### config.mk
export PLATFORM = sky130hd
export DESIGN_NAME = pe_tile_top
export DESIGN_NICKNAME = d
export VERILOG_FILES = /design/src/rtl/pe_tile_pkg.sv /design/src/rtl/pe_tile_top_alu.sv /design/src/rtl/pe_tile_top.sv
export SDC_FILE = /design/constraint.sdc
export NUM_CORES = 1
export LEC_CHECK = 0
export CAP_MARGIN = 20
export CORE_UTILIZATION = 45
export CTS_CLUSTER_SIZE = 12
export DETAILED_ROUTE_END_ITERATION = 7
export HOLD_SLACK_MARGIN = 0.1
export PLACE_DENSITY_LB_ADDON = 0.05
export SYNTH_ARGS = -nofsm -noshare
export SYNTH_HDL_FRONTEND = slang
export SYNTH_SLANG_ARGS = --single-unit
### constraint.sdc
create_clock -name clk_in -period 10.3 [get_ports clk_in]
set_input_delay 1.03 -clock clk_in [delete_from_list [all_inputs] [get_ports clk_in]]
set_output_delay 1.03 -clock clk_in [all_outputs]
set_load 0.005 [all_outputs]
### src/rtl/pe_tile_pkg.sv
// Shared constants, config-bus payload layout and encodings for the CGRA PE tile.
package pe_tile_pkg;

  localparam int unsigned CFG_AW = 32;
  localparam int unsigned CFG_DW = 32;
  localparam int unsigned DW     = 16;
  localparam int unsigned NUM_IN = 20;
  localparam int unsigned SEL_W  = 5;
  localparam int unsigned OP_W   = 4;
  localparam int unsigned MODE_W = 2;

  localparam logic [7:0] FEAT_PE  = 8'h00;
  localparam logic [7:0] FEAT_CBA = 8'h01;
  localparam logic [7:0] FEAT_CBB = 8'h02;
  localparam logic [7:0] FEAT_SB  = 8'h03;

  localparam logic [7:0] REG_PE_CTRL = 8'h00;
  localparam logic [7:0] REG_CONST_A = 8'h01;
  localparam logic [7:0] REG_CONST_B = 8'h02;
  localparam logic [7:0] REG_SEL     = 8'h00;

  localparam logic [SEL_W-1:0] SB_SEL_PE = 5'd21;

  typedef enum logic [OP_W-1:0] {
    OP_ADD   = 4'd0,
    OP_SUB   = 4'd1,
    OP_MUL   = 4'd2,
    OP_AND   = 4'd3,
    OP_OR    = 4'd4,
    OP_XOR   = 4'd5,
    OP_SHL   = 4'd6,
    OP_LSR   = 4'd7,
    OP_ASR   = 4'd8,
    OP_UMIN  = 4'd9,
    OP_UMAX  = 4'd10,
    OP_PASSA = 4'd11
  } op_e;

  typedef enum logic [MODE_W-1:0] {
    MODE_BYPASS = 2'd0,
    MODE_REG    = 2'd1,
    MODE_CONST  = 2'd2
  } mode_e;

  typedef struct packed {
    logic [7:0]  reg_id;
    logic [7:0]  feat;
    logic [15:0] tile;
  } cfg_addr_t;

endpackage

### src/rtl/pe_tile_top_alu.sv
// Combinational 16-bit PE ALU; every result wraps modulo 2^16.
module pe_alu
  import pe_tile_pkg::*;
(
  input  logic [DW-1:0] a,
  input  logic [DW-1:0] b,
  input  op_e           op,
  output logic [DW-1:0] result_c
);

  always_comb begin
    result_c = '0;
    case (op)
      OP_ADD:   result_c = a + b;
      OP_SUB:   result_c = a - b;
      OP_MUL:   result_c = a * b;
      OP_AND:   result_c = a & b;
      OP_OR:    result_c = a | b;
      OP_XOR:   result_c = a ^ b;
      OP_SHL:   result_c = a << b[3:0];
      OP_LSR:   result_c = a >> b[3:0];
      OP_ASR:   result_c = DW'($signed(a) >>> b[3:0]);
      OP_UMIN:  result_c = (a < b) ? a : b;
      OP_UMAX:  result_c = (a > b) ? a : b;
      OP_PASSA: result_c = a;
      default:  result_c = '0;
    endcase
  end

endmodule

### src/rtl/pe_tile_top.sv
// CGRA PE tile: config registers, connection boxes, operand/result staging and switch box.
module pe_tile_top
  import pe_tile_pkg::*;
(
  input  logic              clk_in,
  input  logic              reset,
  input  logic [15:0]       tile_id,
  input  logic              config_en,
  input  logic [CFG_AW-1:0] config_addr_in,
  input  logic [CFG_DW-1:0] config_data_in,
  input  logic [DW-1:0]     in_BUS16_S0_T0,
  input  logic [DW-1:0]     in_BUS16_S0_T1,
  input  logic [DW-1:0]     in_BUS16_S0_T2,
  input  logic [DW-1:0]     in_BUS16_S0_T3,
  input  logic [DW-1:0]     in_BUS16_S0_T4,
  input  logic [DW-1:0]     in_BUS16_S1_T0,
  input  logic [DW-1:0]     in_BUS16_S1_T1,
  input  logic [DW-1:0]     in_BUS16_S1_T2,
  input  logic [DW-1:0]     in_BUS16_S1_T3,
  input  logic [DW-1:0]     in_BUS16_S1_T4,
  input  logic [DW-1:0]     in_BUS16_S2_T0,
  input  logic [DW-1:0]     in_BUS16_S2_T1,
  input  logic [DW-1:0]     in_BUS16_S2_T2,
  input  logic [DW-1:0]     in_BUS16_S2_T3,
  input  logic [DW-1:0]     in_BUS16_S2_T4,
  input  logic [DW-1:0]     in_BUS16_S3_T0,
  input  logic [DW-1:0]     in_BUS16_S3_T1,
  input  logic [DW-1:0]     in_BUS16_S3_T2,
  input  logic [DW-1:0]     in_BUS16_S3_T3,
  input  logic [DW-1:0]     in_BUS16_S3_T4,
  output logic [DW-1:0]     out_BUS16_S3_T1
);

  logic [DW-1:0]    in_bus [NUM_IN];
  cfg_addr_t        cfg_addr;
  logic             cfg_hit;
  logic             cfg_unused;

  op_e              op_q;
  logic             out_reg_en_q;
  mode_e            a_mode_q, b_mode_q;
  logic [DW-1:0]    const_a_q, const_b_q;
  logic [SEL_W-1:0] cba_sel_q, cbb_sel_q, sb_sel_q;

  logic [DW-1:0]    cb_a, cb_b, op_a, op_b, alu_res, pe_out;
  logic [DW-1:0]    a_q, b_q, res_q;
  logic [SEL_W-1:0] sb_idx;

  assign in_bus = '{in_BUS16_S0_T0, in_BUS16_S0_T1, in_BUS16_S0_T2, in_BUS16_S0_T3, in_BUS16_S0_T4,
                    in_BUS16_S1_T0, in_BUS16_S1_T1, in_BUS16_S1_T2, in_BUS16_S1_T3, in_BUS16_S1_T4,
                    in_BUS16_S2_T0, in_BUS16_S2_T1, in_BUS16_S2_T2, in_BUS16_S2_T3, in_BUS16_S2_T4,
                    in_BUS16_S3_T0, in_BUS16_S3_T1, in_BUS16_S3_T2, in_BUS16_S3_T3, in_BUS16_S3_T4};

  assign cfg_addr   = cfg_addr_t'(config_addr_in);
  assign cfg_hit    = config_en && (cfg_addr.tile == tile_id);
  assign cfg_unused = ^config_data_in[CFG_DW-1:16];

  // Config register file; unmapped feature/register pairs fall through untouched.
  always_ff @(posedge clk_in or negedge reset) begin
    if (!reset) begin
      op_q         <= OP_ADD;
      out_reg_en_q <= 1'b0;
      a_mode_q     <= MODE_BYPASS;
      b_mode_q     <= MODE_BYPASS;
      const_a_q    <= '0;
      const_b_q    <= '0;
      cba_sel_q    <= '0;
      cbb_sel_q    <= '0;
      sb_sel_q     <= '0;
    end else if (cfg_hit) begin
      if (cfg_addr.feat == FEAT_PE && cfg_addr.reg_id == REG_PE_CTRL) begin
        op_q         <= op_e'(config_data_in[3:0]);
        out_reg_en_q <= config_data_in[4];
        a_mode_q     <= mode_e'(config_data_in[6:5]);
        b_mode_q     <= mode_e'(config_data_in[8:7]);
      end
      if (cfg_addr.feat == FEAT_PE && cfg_addr.reg_id == REG_CONST_A)
        const_a_q <= config_data_in[DW-1:0];
      if (cfg_addr.feat == FEAT_PE && cfg_addr.reg_id == REG_CONST_B)
        const_b_q <= config_data_in[DW-1:0];
      if (cfg_addr.feat == FEAT_CBA && cfg_addr.reg_id == REG_SEL)
        cba_sel_q <= config_data_in[SEL_W-1:0];
      if (cfg_addr.feat == FEAT_CBB && cfg_addr.reg_id == REG_SEL)
        cbb_sel_q <= config_data_in[SEL_W-1:0];
      if (cfg_addr.feat == FEAT_SB && cfg_addr.reg_id == REG_SEL)
        sb_sel_q <= config_data_in[SEL_W-1:0];
    end
  end

  assign cb_a = (cba_sel_q < SEL_W'(NUM_IN)) ? in_bus[cba_sel_q] : '0;
  assign cb_b = (cbb_sel_q < SEL_W'(NUM_IN)) ? in_bus[cbb_sel_q] : '0;

  always_comb begin
    op_a = '0;
    op_b = '0;
    case (a_mode_q)
      MODE_BYPASS: op_a = cb_a;
      MODE_REG:    op_a = a_q;
      MODE_CONST:  op_a = const_a_q;
      default:     op_a = '0;
    endcase
    case (b_mode_q)
      MODE_BYPASS: op_b = cb_b;
      MODE_REG:    op_b = b_q;
      MODE_CONST:  op_b = const_b_q;
      default:     op_b = '0;
    endcase
  end

  pe_alu u_alu (
    .a        (op_a),
    .b        (op_b),
    .op       (op_q),
    .result_c (alu_res)
  );

  // Operand and result pipeline stages, always loading; the mode muxes decide use.
  always_ff @(posedge clk_in or negedge reset) begin
    if (!reset) begin
      a_q   <= '0;
      b_q   <= '0;
      res_q <= '0;
    end else begin
      a_q   <= cb_a;
      b_q   <= cb_b;
      res_q <= alu_res;
    end
  end

  assign pe_out = out_reg_en_q ? res_q : alu_res;
  assign sb_idx = sb_sel_q - 5'd1;

  // Switch box: 0 and 22..31 drive zero, 1..20 route an input track, 21 routes the PE.
  always_comb begin
    out_BUS16_S3_T1 = '0;
    if (sb_sel_q == SB_SEL_PE)
      out_BUS16_S3_T1 = pe_out;
    else if (sb_sel_q != '0 && sb_sel_q <= SEL_W'(NUM_IN))
      out_BUS16_S3_T1 = in_bus[sb_idx];
  end

endmodule

# == Word-level counts from Yosys, hierarchy flattened ==
# Index checks and enable logic that the tools add are counted.
# word_totals
elab_cells,94
in_bits,403
reg_bits,104
output_inout_bits,16
# op_classes
shifts,3
bitwise,6
eq_ne,22
n_addsub,3
n_reduce_logical,20
n_lt_le_gt_ge,8
mul,1
n_mux,19
# ops
op,count
binary-select mux 16 bit (select 5 bit),3
two-way mux 16 bit,13
one-hot mux 16 bit (12 select lines),1
one-hot mux 16 bit (3 select lines),2
== test 8 x 2 -> 1 bit (second input constant),3
>= comparator 6 bit (second input constant),3
inverter 5 -> 6 bit,3
adder 16 bit,1
bitwise AND 16 bit,1
== test 16 bit,1
== test 4 x 3 -> 1 bit (second input constant),4
== test 4 bit (second input constant),4
== test 8 x 1 -> 1 bit (second input constant),2
> comparator 16 bit,1
zero test 8 bit,2
less-than comparator 16 bit,1
multiplier 16 x 16 -> 16 bit,1
bitwise OR 16 bit,1
<< shifter 16 x 4 -> 16 bit,1
right shift 16 x 4 -> 16 bit,1
>>> shifter 16 x 4 -> 16 bit,1
subtractor 16 bit,1
bitwise XOR 16 bit,1
AND reduction 2 bit,6
12 further kinds,24

# == Logic depth before layout (Yosys ltp) ==
# Gate-level depths: netlist (run 1).
# logic_depth
ltp_word,11
mapped_depth,35
ltp_nobuf,30

# == By module ==
# From an unflattened synthesis (run 1), not the netlist that was laid out.
# hier_totals
cells_unflattened,2148
hier_area_um2,20633.5
# by_module_without_submodules
mod,seq_area_each_um2,instances,cells_per_inst,area_each_um2
pe_tile_top,2602.5,1,1017,12517.0
pe_alu,0.0,1,1131,8116.5

# == Worst setup path before layout (run 1) ==
# Ideal clock, no wire load.
# synth_timing
path_type,input to output
start,input in_BUS16_S1_T4[1]
end,output out_BUS16_S3_T1[15]
path_buffers,2
arrival_time_ns,7.902
required_time_ns,9.270
stages,28
setup_slack_ns,1.368
path_cell_list,mux4_2 > mux2i_1 > mux2_2 > o21ai_1 > clkbuf_1 > clkbuf_1 > nand2_1 > fa_1 > fa_1 > inv_1 > fa_1 > inv_1 > fa_1 > inv_1 > fa_1 > inv_1 > fa_1 > inv_1 > ha_1 > a21o_1 > a21o_1 > a41o_1 > a21o_1 > a21oi_1 > xnor3_1 > nand2_1 > nand4b_1 > o2bb2ai_1
# synth_via
elab_chain_cells,10
word_cells_on_any_way,23
classes_between,add/sub (2); mul (1); order compare (2); shift (3); mux (15)
# synth_lines
item,line_no,rtl
from (decl),pe_tile_top.sv:20,"input logic [DW-1:0] in_BUS16_S1_T4,"
branches (longest 7 deep; another with multiplier 16 x 16 -> 16 bit),n/a,
one-hot mux 16 bit (12 select lines) (*),pe_tile_top_alu.sv:13,case (op)
two-way mux 16 bit (*),pe_tile_top.sv:130,assign pe_out = out_reg_en_q ? res_q : alu_res;
two-way mux 16 bit (*),pe_tile_top.sv:136,if (sb_sel_q == SB_SEL_PE)
to (decl),pe_tile_top.sv:31,output logic [DW-1:0] out_BUS16_S3_T1
# Mark *: on every way between the ends. The select of a mux whose other input is x is not followed.

# == Worst setup path in the final report (run 1) ==
# layout_timing
start,input in_BUS16_S3_T0[2]
end,output out_BUS16_S3_T1[11]
# layout_via
elab_chain_cells,10
word_cells_on_any_way,23
classes_between,add/sub (2); mul (1); order compare (2); shift (3); mux (15)
# layout_lines
item,line_no,rtl
from (decl),pe_tile_top.sv:26,"input logic [DW-1:0] in_BUS16_S3_T0,"
branches (longest 7 deep; another with multiplier 16 x 16 -> 16 bit),n/a,
one-hot mux 16 bit (12 select lines) (*),pe_tile_top_alu.sv:13,
via alu_res[11],pe_tile_top.sv:45,"logic [DW-1:0] cb_a, cb_b, op_a, op_b, alu_res, pe_out;"
two-way mux 16 bit (*),pe_tile_top.sv:130,
two-way mux 16 bit (*),pe_tile_top.sv:136,
# Mark *: on every way through the listed nets, which the timed path passes. The select of a mux whose other input is x is not followed.

==> results.ini, run 1 <==
[outcome]
status = complete, no violations

[placed_design]
portBuffers = 402
place.gp.congestion = 0.9785
place_area_um2 = 25460
dpl.hpwl_mm = 75.63
placed_cells = 3092
pre_cts_ws_ps = 142.1

[sta]
layout_setup_ws_ps = 256.7
fin_crit_sh = 0.9751
skew_ps = 15.51
tightestPinTransition_ps = 1038
slew_headroom = 0.3080
fin_setup_tns_ps = 0
drv_slew = 0
period_needed_ps = 10040
hold_viol = 0
rsz0062_at_grt = no
setup_viol = 0
max_freq_mhz = 99.57
fin_hold_ws_ps = 511.7

[global_routing]
grt_pass1_vias = 21020
grt_usage = 0.3949
globalRouteOverflowTotal = 0
met3_usage = 0.05046
use_met1 = 0.5011
grt_pass1_wl_mm = 137.1
grt_antenna_before_repair = 12
grt_max_degree = 75
busiest_layer = met2
use_met2 = 0.6568

[setup_path]
cpPeakStageDelay_ps = 530
worstPathRequired_ps = 9270
worstReg2RegEnd = res_q[15]$_DFF_PN0_
cp.arrival_ps = 9010
crit_slowest_cell = fa_1
cpMostUsedCell = inv_1
worst-path-buf-inv = 11
crit_path_end_kind = output pin
critPathMaxFanout = 6
crit_path_start_kind = primary input
critPathKind = in2out
reg2reg_depth = 25
r2r_setup_slack_ps = 2200
worstReg2RegStart = cbb_sel_q[0]$_DFFE_PN0P_
path_delay_family = adder cells

[logic_synthesis]
syn-cell-area_um2 = 20510
synth_commonest_cells = mux4_2 (215), nand2_1 (197), inv_1 (176)
yosys.area.top_type = mux4_2
ys.flop_type = dfrtp_1
synth_area_leaders = mux4_2 (24%), dfrtp_1 (13%), fa_1 (8.0%), mux2i_1 (6.4%), ha_1 (6.2%)
syn-num-nets = 2745
synth.avg_cell_area_um2 = 9.501
synth_warnings = 0
ys_ff_latch = 104
yosysSeqAreaShare = 0.1269
ys_types = 86
synth_cells = 2159
yosysTopAreaCellShare = 0.2361
post-synth-top-count-cell = mux4_2
async_reset_ff_frac = 1.000
synth_edf_count = 0

[route]
vias = 20750
drc = 0
wl_per_cell_um = 29.69
via_per_inst = 6.637
ant_nets = 0
totalWireLength_mm = 92.80
drtIter0Drc = 2508
first_pass_iters = 6

[layout]
fin_area_um2 = 25870
fillers = 3965
area_delta_synth_final_pct = 26.13
multi_input_area_um2 = 16510
stdcell_count = 3126
drive_gt1_frac = 0.1906
finalCoreUtilization = 0.5800
nets = 3104
regArea_um2 = 2623

[die]
die-area_um2 = 46440
start_util = 0.4598
die_h_um = 215.5
die_w_um = 215.5
core_area_um2 = 44610
io_pins = 419
row_count = 77

[clock_network]
cts-root-buf = clkbuf_16
cts_tree = done
clockBufferDepth = 2
clkTransAtPathRegs_ps = 70
clk_latency_ps = 360
htree_num_levels = 3
cts_buffers = 9
clkSinkCount = 104
holdBufCountCts = 0

[power]
total_power_mw = 2.765
leakage_nw = 10.27
ir_drop_v = 0.0004017
pwr_density_cell_nw_per_um2 = 106.9

[run]
cap_violations = 0

[worst_hold_path]
whs_path_depth = 1
hp-start = const_b_q[8]$_DFFE_PN0P_
hold_end = const_b_q[8]$_DFFE_PN0P_
hold_class = reg2reg

-- layout by cell type, fill, tap and decap left out, types with 14 or more instances in the layout --
cell type	count
a21o_1	27
a21oi_1	90
a221oi_1	23
a22oi_1	32
a32oi_1	18
buf_4	113
clkdlybuf4s50_1	400
dfrtp_1	98
fa_1	82
ha_1	100
inv_1	175
mux2_2	79
mux2i_1	130
mux4_2	215
nand2_1	197
nand2b_1	18
nand3_1	43
nor2_1	171
nor2b_1	19
nor3_1	26
o211ai_1	16
o21ai_0	77
o21ai_1	16
o22ai_1	41
xnor2_1	45
xor2_1	14
-- cell families after synthesis --
group,after synthesis,share of synthesized area
and+or+nand+nor,553,0.1226
AOI/OAI and AO/OA,462,0.1526
xor gates and xnor gates,68,0.03245
buffers and inverters,357,0.07362
DFF,104,0.1269
adders and majority gates,184,0.1421
muxes,431,0.3497
-- state kept, by name, summed over array words and instances (netlist names) --
name and cells:
cbb_sel_q 5, a_mode_q 2, op_q 4, cba_sel_q 5
out_reg_en_q 1, const_a_q 16, b_q 16, a_q 16
const_b_q 16, res_q 16, b_mode_q 2, sb_sel_q 5
-- per-layer routing --
| layer | vias up | wire length [um] |
|---|---|---|
| li1 | 8797 | - |
| met1 | 10330 | 34990 |
| met2 | 1368 | 44510 |
| met3 | 255 | 7668 |
| met4 | 2 | 5615 |
| met5 | - | 13 |
-- repair_timing --
action                                  4_1_cts  5_1_grt
hold endpoints to repair                      0        0
resized for setup                             0       11
buffers inserted                              0        7
endpoints found under the setup margin        0        2
-- where the power goes --
| part | total [mW] | internal, mW | switching, mW |
|---|---|---|---|
| Clock | 0.356 | 0.191 | 0.164 |
| Combinational | 1.98 | 0.936 | 1.04 |
| Sequential | 0.433 | 0.427 | 0.00580 |
-- final cells by class --
type                    count  area share
inverters                 185     0.02684
flip-flops and latches    104      0.1014
multi-input cells        1698      0.6380
well taps                 592     0.02863
repair buffers            520      0.1927
diodes                     11    0.001064
clock buffers              11    0.008995
clock inverters             5    0.002466
-- worst max-delay path by stage --
stage                                endpoint  slack [ps]              start  cells after the start
after floorplan           out_BUS16_S3_T1[15]        1370  in_BUS16_S1_T4[1]                     28
after global placement    out_BUS16_S3_T1[15]         210  in_BUS16_S0_T3[6]                     30
after detailed placement  out_BUS16_S3_T1[15]         140  in_BUS16_S1_T2[4]                     28
after CTS                 out_BUS16_S3_T1[15]         110  in_BUS16_S1_T2[4]                     28
after global routing      out_BUS16_S3_T1[10]          70  in_BUS16_S1_T1[4]                     31
final                     out_BUS16_S3_T1[11]         260  in_BUS16_S3_T0[2]                     32
(Power assumes the default switching activity.)
==> run 2, diff against run 1 <==
--- a/config.mk
+++ b/config.mk
@@ -7,10 +7,11 @@
 export LEC_CHECK = 0
 export CAP_MARGIN = 20
 export CORE_UTILIZATION = 45
-export CTS_CLUSTER_SIZE = 12
+export CTS_CLUSTER_SIZE = 16
 export DETAILED_ROUTE_END_ITERATION = 7
 export HOLD_SLACK_MARGIN = 0.1
 export PLACE_DENSITY_LB_ADDON = 0.05
 export SYNTH_ARGS = -nofsm -noshare
 export SYNTH_HDL_FRONTEND = slang
+export SYNTH_HIERARCHICAL = 1
 export SYNTH_SLANG_ARGS = --single-unit
==> run 2 against run 1 <==
  * Synthesized cell count down 0.51%
  * Utilization is 0.51 points higher
  * Combinational power up 7%
  * Register-to-register slack gained 520 ps
  * Critical endpoint is now out_BUS16_S3_T1[13]
  * Highest routed layer is now met4
==> results.ini, run 2 <==
[route]
totalWireLength_mm = 92.90
drc = 0
drtIter0Drc = 2310
vias = 20870
ant_nets = 0
via_per_inst = 6.591
first_pass_iters = 8
wl_per_cell_um = 29.33

[global_routing]
grt_antenna_before_repair = 2
grt_pass1_wl_mm = 137.1
grt_pass1_vias = 21400
grt_max_degree = 74
grt_usage = 0.3954
globalRouteOverflowTotal = 0

[logic_synthesis]
synth-xor-area-share = 0.03050
synth_cells = 2148
muxShareOfSynthArea = 0.3627
synth_edf_count = 0
yosys.area_share.simple = 0.1238
synth-compound-area-share = 0.1449
synth-adder-area-share = 0.1402
async_reset_ff_frac = 1.000
post-synth-top-count-cell = mux4_2
syn-num-nets = 2733
yosys.area.top_type = mux4_2
synth_top_family_by_area = multiplexers
synth.avg_cell_area_um2 = 9.606
synth_area_leaders = mux4_2 (27%), dfrtp_1 (13%), fa_1 (8.0%), mux2_2 (6.8%), ha_1 (6.1%)
synth_commonest_cells = mux4_2 (244), nand2_1 (216), nor2_1 (212)
yosysTopAreaCellShare = 0.2663
yosysSeqAreaShare = 0.1261
ys.flop_type = dfrtp_1
ys_types = 78
syn-cell-area_um2 = 20630
ys_ff_latch = 104
synth_warnings = 6

[layout]
fillers = 3994
nets = 3145
fin_area_um2 = 26500
drive_gt1_frac = 0.2429
layout_commonest_cell = clkdlybuf4s50_1
stdcell_count = 3167
final_cell_mix = clkdlybuf4s50_1 (396), mux4_2 (244), nand2_1 (216), nor2_1 (211), inv_1 (177)
area_delta_synth_final_pct = 28.41
finalCoreUtilization = 0.5851

[clock_network]
htree_num_levels = 3
cts_tree = done
clkTransAtPathRegs_ps = 70
clockBufferDepth = 2
clk_latency_ps = 360
cts-root-buf = clkbuf_16
clkSinkCount = 104
cts_buffers = 9

[sta]
slew_headroom = 0.2864
period_needed_ps = 10260
tightestPinTransition_ps = 1068
fin_setup_tns_ps = 0
hold_viol = 0
skew_ps = 10.32
drv_slew = 0
setup_viol = 0
layout_setup_ws_ps = 38.90
fin_crit_sh = 0.9962
rsz0062_at_grt = yes
max_freq_mhz = 97.46

[worst_hold_path]
hp-start = const_a_q[8]$_DFFE_PN0P_
hold_class = reg2reg

[setup_path]
critPathKind = in2out
worstPathRequired_ps = 9270
cp.arrival_ps = 9230
worstReg2RegStart = cba_sel_q[0]$_DFFE_PN0P_
critPathMaxFanout = 3
cp-startpoint = in_BUS16_S1_T2[6]
crit_path_end_kind = output pin
crit_path_start_kind = primary input

[power]
pwr-share-clk = 0.117
power.switching_mw = 1.319
seq_power_share = 0.150
ir_drop_v = 0.0002548
switching_share = 0.4572
intPower_mw = 1.566
leakage_nw = 10.72
power_frac_comb = 0.733
pwr_density_cell_nw_per_um2 = 108.9

[placed_design]
portBuffers = 402
pre_cts_ws_ps = -12.59
dpl.hpwl_mm = 75.09
placed_cells = 3145
place_area_um2 = 26020
place.gp.congestion = 0.9848

[die]
core_area_um2 = 45280
row_count = 78
die_w_um = 216.1
die_h_um = 216.1
start_util = 0.4557
die-area_um2 = 46710
io_pins = 419

[outcome]
status = complete, no violations

[run]
cap_violations = 0

-- run 2: cell count changes after synthesis, sizes merged, moves of 25 or more --
cell,change
a22oi,+68
mux2,+46
mux2i,-75
mux4,+25
nor2,+41
o21ai,-48
-- run 2: cell families (layout without fill, tap and decap cells) --
kind of cell    count (synthesis)  in the layout
other cells                     0              2
compound gates                423            423
simple gates                  585            585
fa+ha+maj                     182            182
mux                           427            427
flops                         104            104
xor+xnor                       71             71
buf+inv                       356            773
-- run 2: critical path, cell delays in order --
cell and delay, ps:
clkdlybuf4s50_1 460, mux4_2 480, mux2_2 380, a22oi_2 210
o211ai_1 250, buf_4 220, ha_1 220, fa_1 500
inv_1 60, fa_1 470, inv_1 50, fa_1 480
fa_1 500, fa_1 490, inv_1 50, fa_1 470
inv_1 40, ha_1 320, and3_1 160, a221o_1 350
buf_4 150, xor2_1 180, a221o_1 360, mux2i_2 290
o22ai_2 160, a211o_1 380, clkdlybuf4s50_1 500
-- run 2: worst paths after layout --
check                           slack [ps]                        to  cells past startpoint
worst min register to register         510  const_a_q[8]$_DFFE_PN0P_                      1
max in group asynchronous             8270   sb_sel_q[0]$_DFFE_PN0P_                      2
min in group asynchronous              610   a_mode_q[0]$_DFFE_PN0P_                      1
worst max-delay path                    40       out_BUS16_S3_T1[13]                     27
worst min-delay path                   510  const_a_q[8]$_DFFE_PN0P_                      1
worst max register to register        2720       res_q[15]$_DFF_PN0_                     24
-- run 2: area by class of cell --
cell class | count | area (um2) | area share
Inverter | 186 | 701.9 | 0.02649
Multi-Input combinational cell | 1688 | 16740 | 0.6317
Clock buffer | 9 | 225.2 | 0.008500
Timing Repair Buffer | 571 | 5393 | 0.2035
Sequential cell | 104 | 2621 | 0.09893
Tap cell | 600 | 750.7 | 0.02833
Clock inverter | 7 | 61.31 | 0.002314
Antenna cell | 2 | 5.005 | 0.0001889
-- run 2: timing repair --
action,4_1_cts,5_1_grt
setup endpoints to repair,3,5
cloned,0,0
setup buffers,0,3
hold buffers,0,0
resized for setup,1,34
pin swaps,1,10
-- run 2: metal layers --
| metal | part of all wire | vias up | wire [um] | track usage |
|---|---|---|---|---|
| met1 | 0.35 | 10280 | 32530 | 0.4699 |
| li1 | - | 8865 | - | - |
| met5 | 0 | - | 0 | 0 |
| met4 | 0.087 | 0 | 8116 | 0.2953 |
| met3 | 0.083 | 332 | 7754 | 0.04856 |
| met2 | 0.48 | 1402 | 44490 | 0.6585 |
-- run 2: power by group through the flow --
| stage | Clock, mW | Sequential (mW) | Combinational (mW) |
|---|---|---|---|
| after floorplan | 0 | 0.438 | 1.10 |
| after global placement | 0 | 0.439 | 2.04 |
| after detailed placement | 0 | 0.440 | 2.07 |
| after CTS | 0.341 | 0.431 | 2.09 |
| after global routing | 0.355 | 0.434 | 2.29 |
| final | 0.338 | 0.432 | 2.11 |
-- run 2: stage by stage --
stage / hold slack [ps] / power (mW)
floorplan: 464.6 / 1.538
global placement: 481.2 / 2.482
detailed placement: 486.4 / 2.512
CTS: 509.1 / 2.863
global route: 523.7 / 3.077
finish: 507.2 / 2.884
==> run 3, diff against run 2 <==
--- a/config.mk
+++ b/config.mk
@@ -9,9 +9,9 @@
 export CORE_UTILIZATION = 45
 export CTS_CLUSTER_SIZE = 16
 export DETAILED_ROUTE_END_ITERATION = 7
+export GPL_ROUTABILITY_DRIVEN = 1
 export HOLD_SLACK_MARGIN = 0.1
 export PLACE_DENSITY_LB_ADDON = 0.05
 export SYNTH_ARGS = -nofsm -noshare
 export SYNTH_HDL_FRONTEND = slang
-export SYNTH_HIERARCHICAL = 1
 export SYNTH_SLANG_ARGS = --single-unit
==> results of run 3 <==
No change in the layout: final DEF, timing and power equal those of run 1.
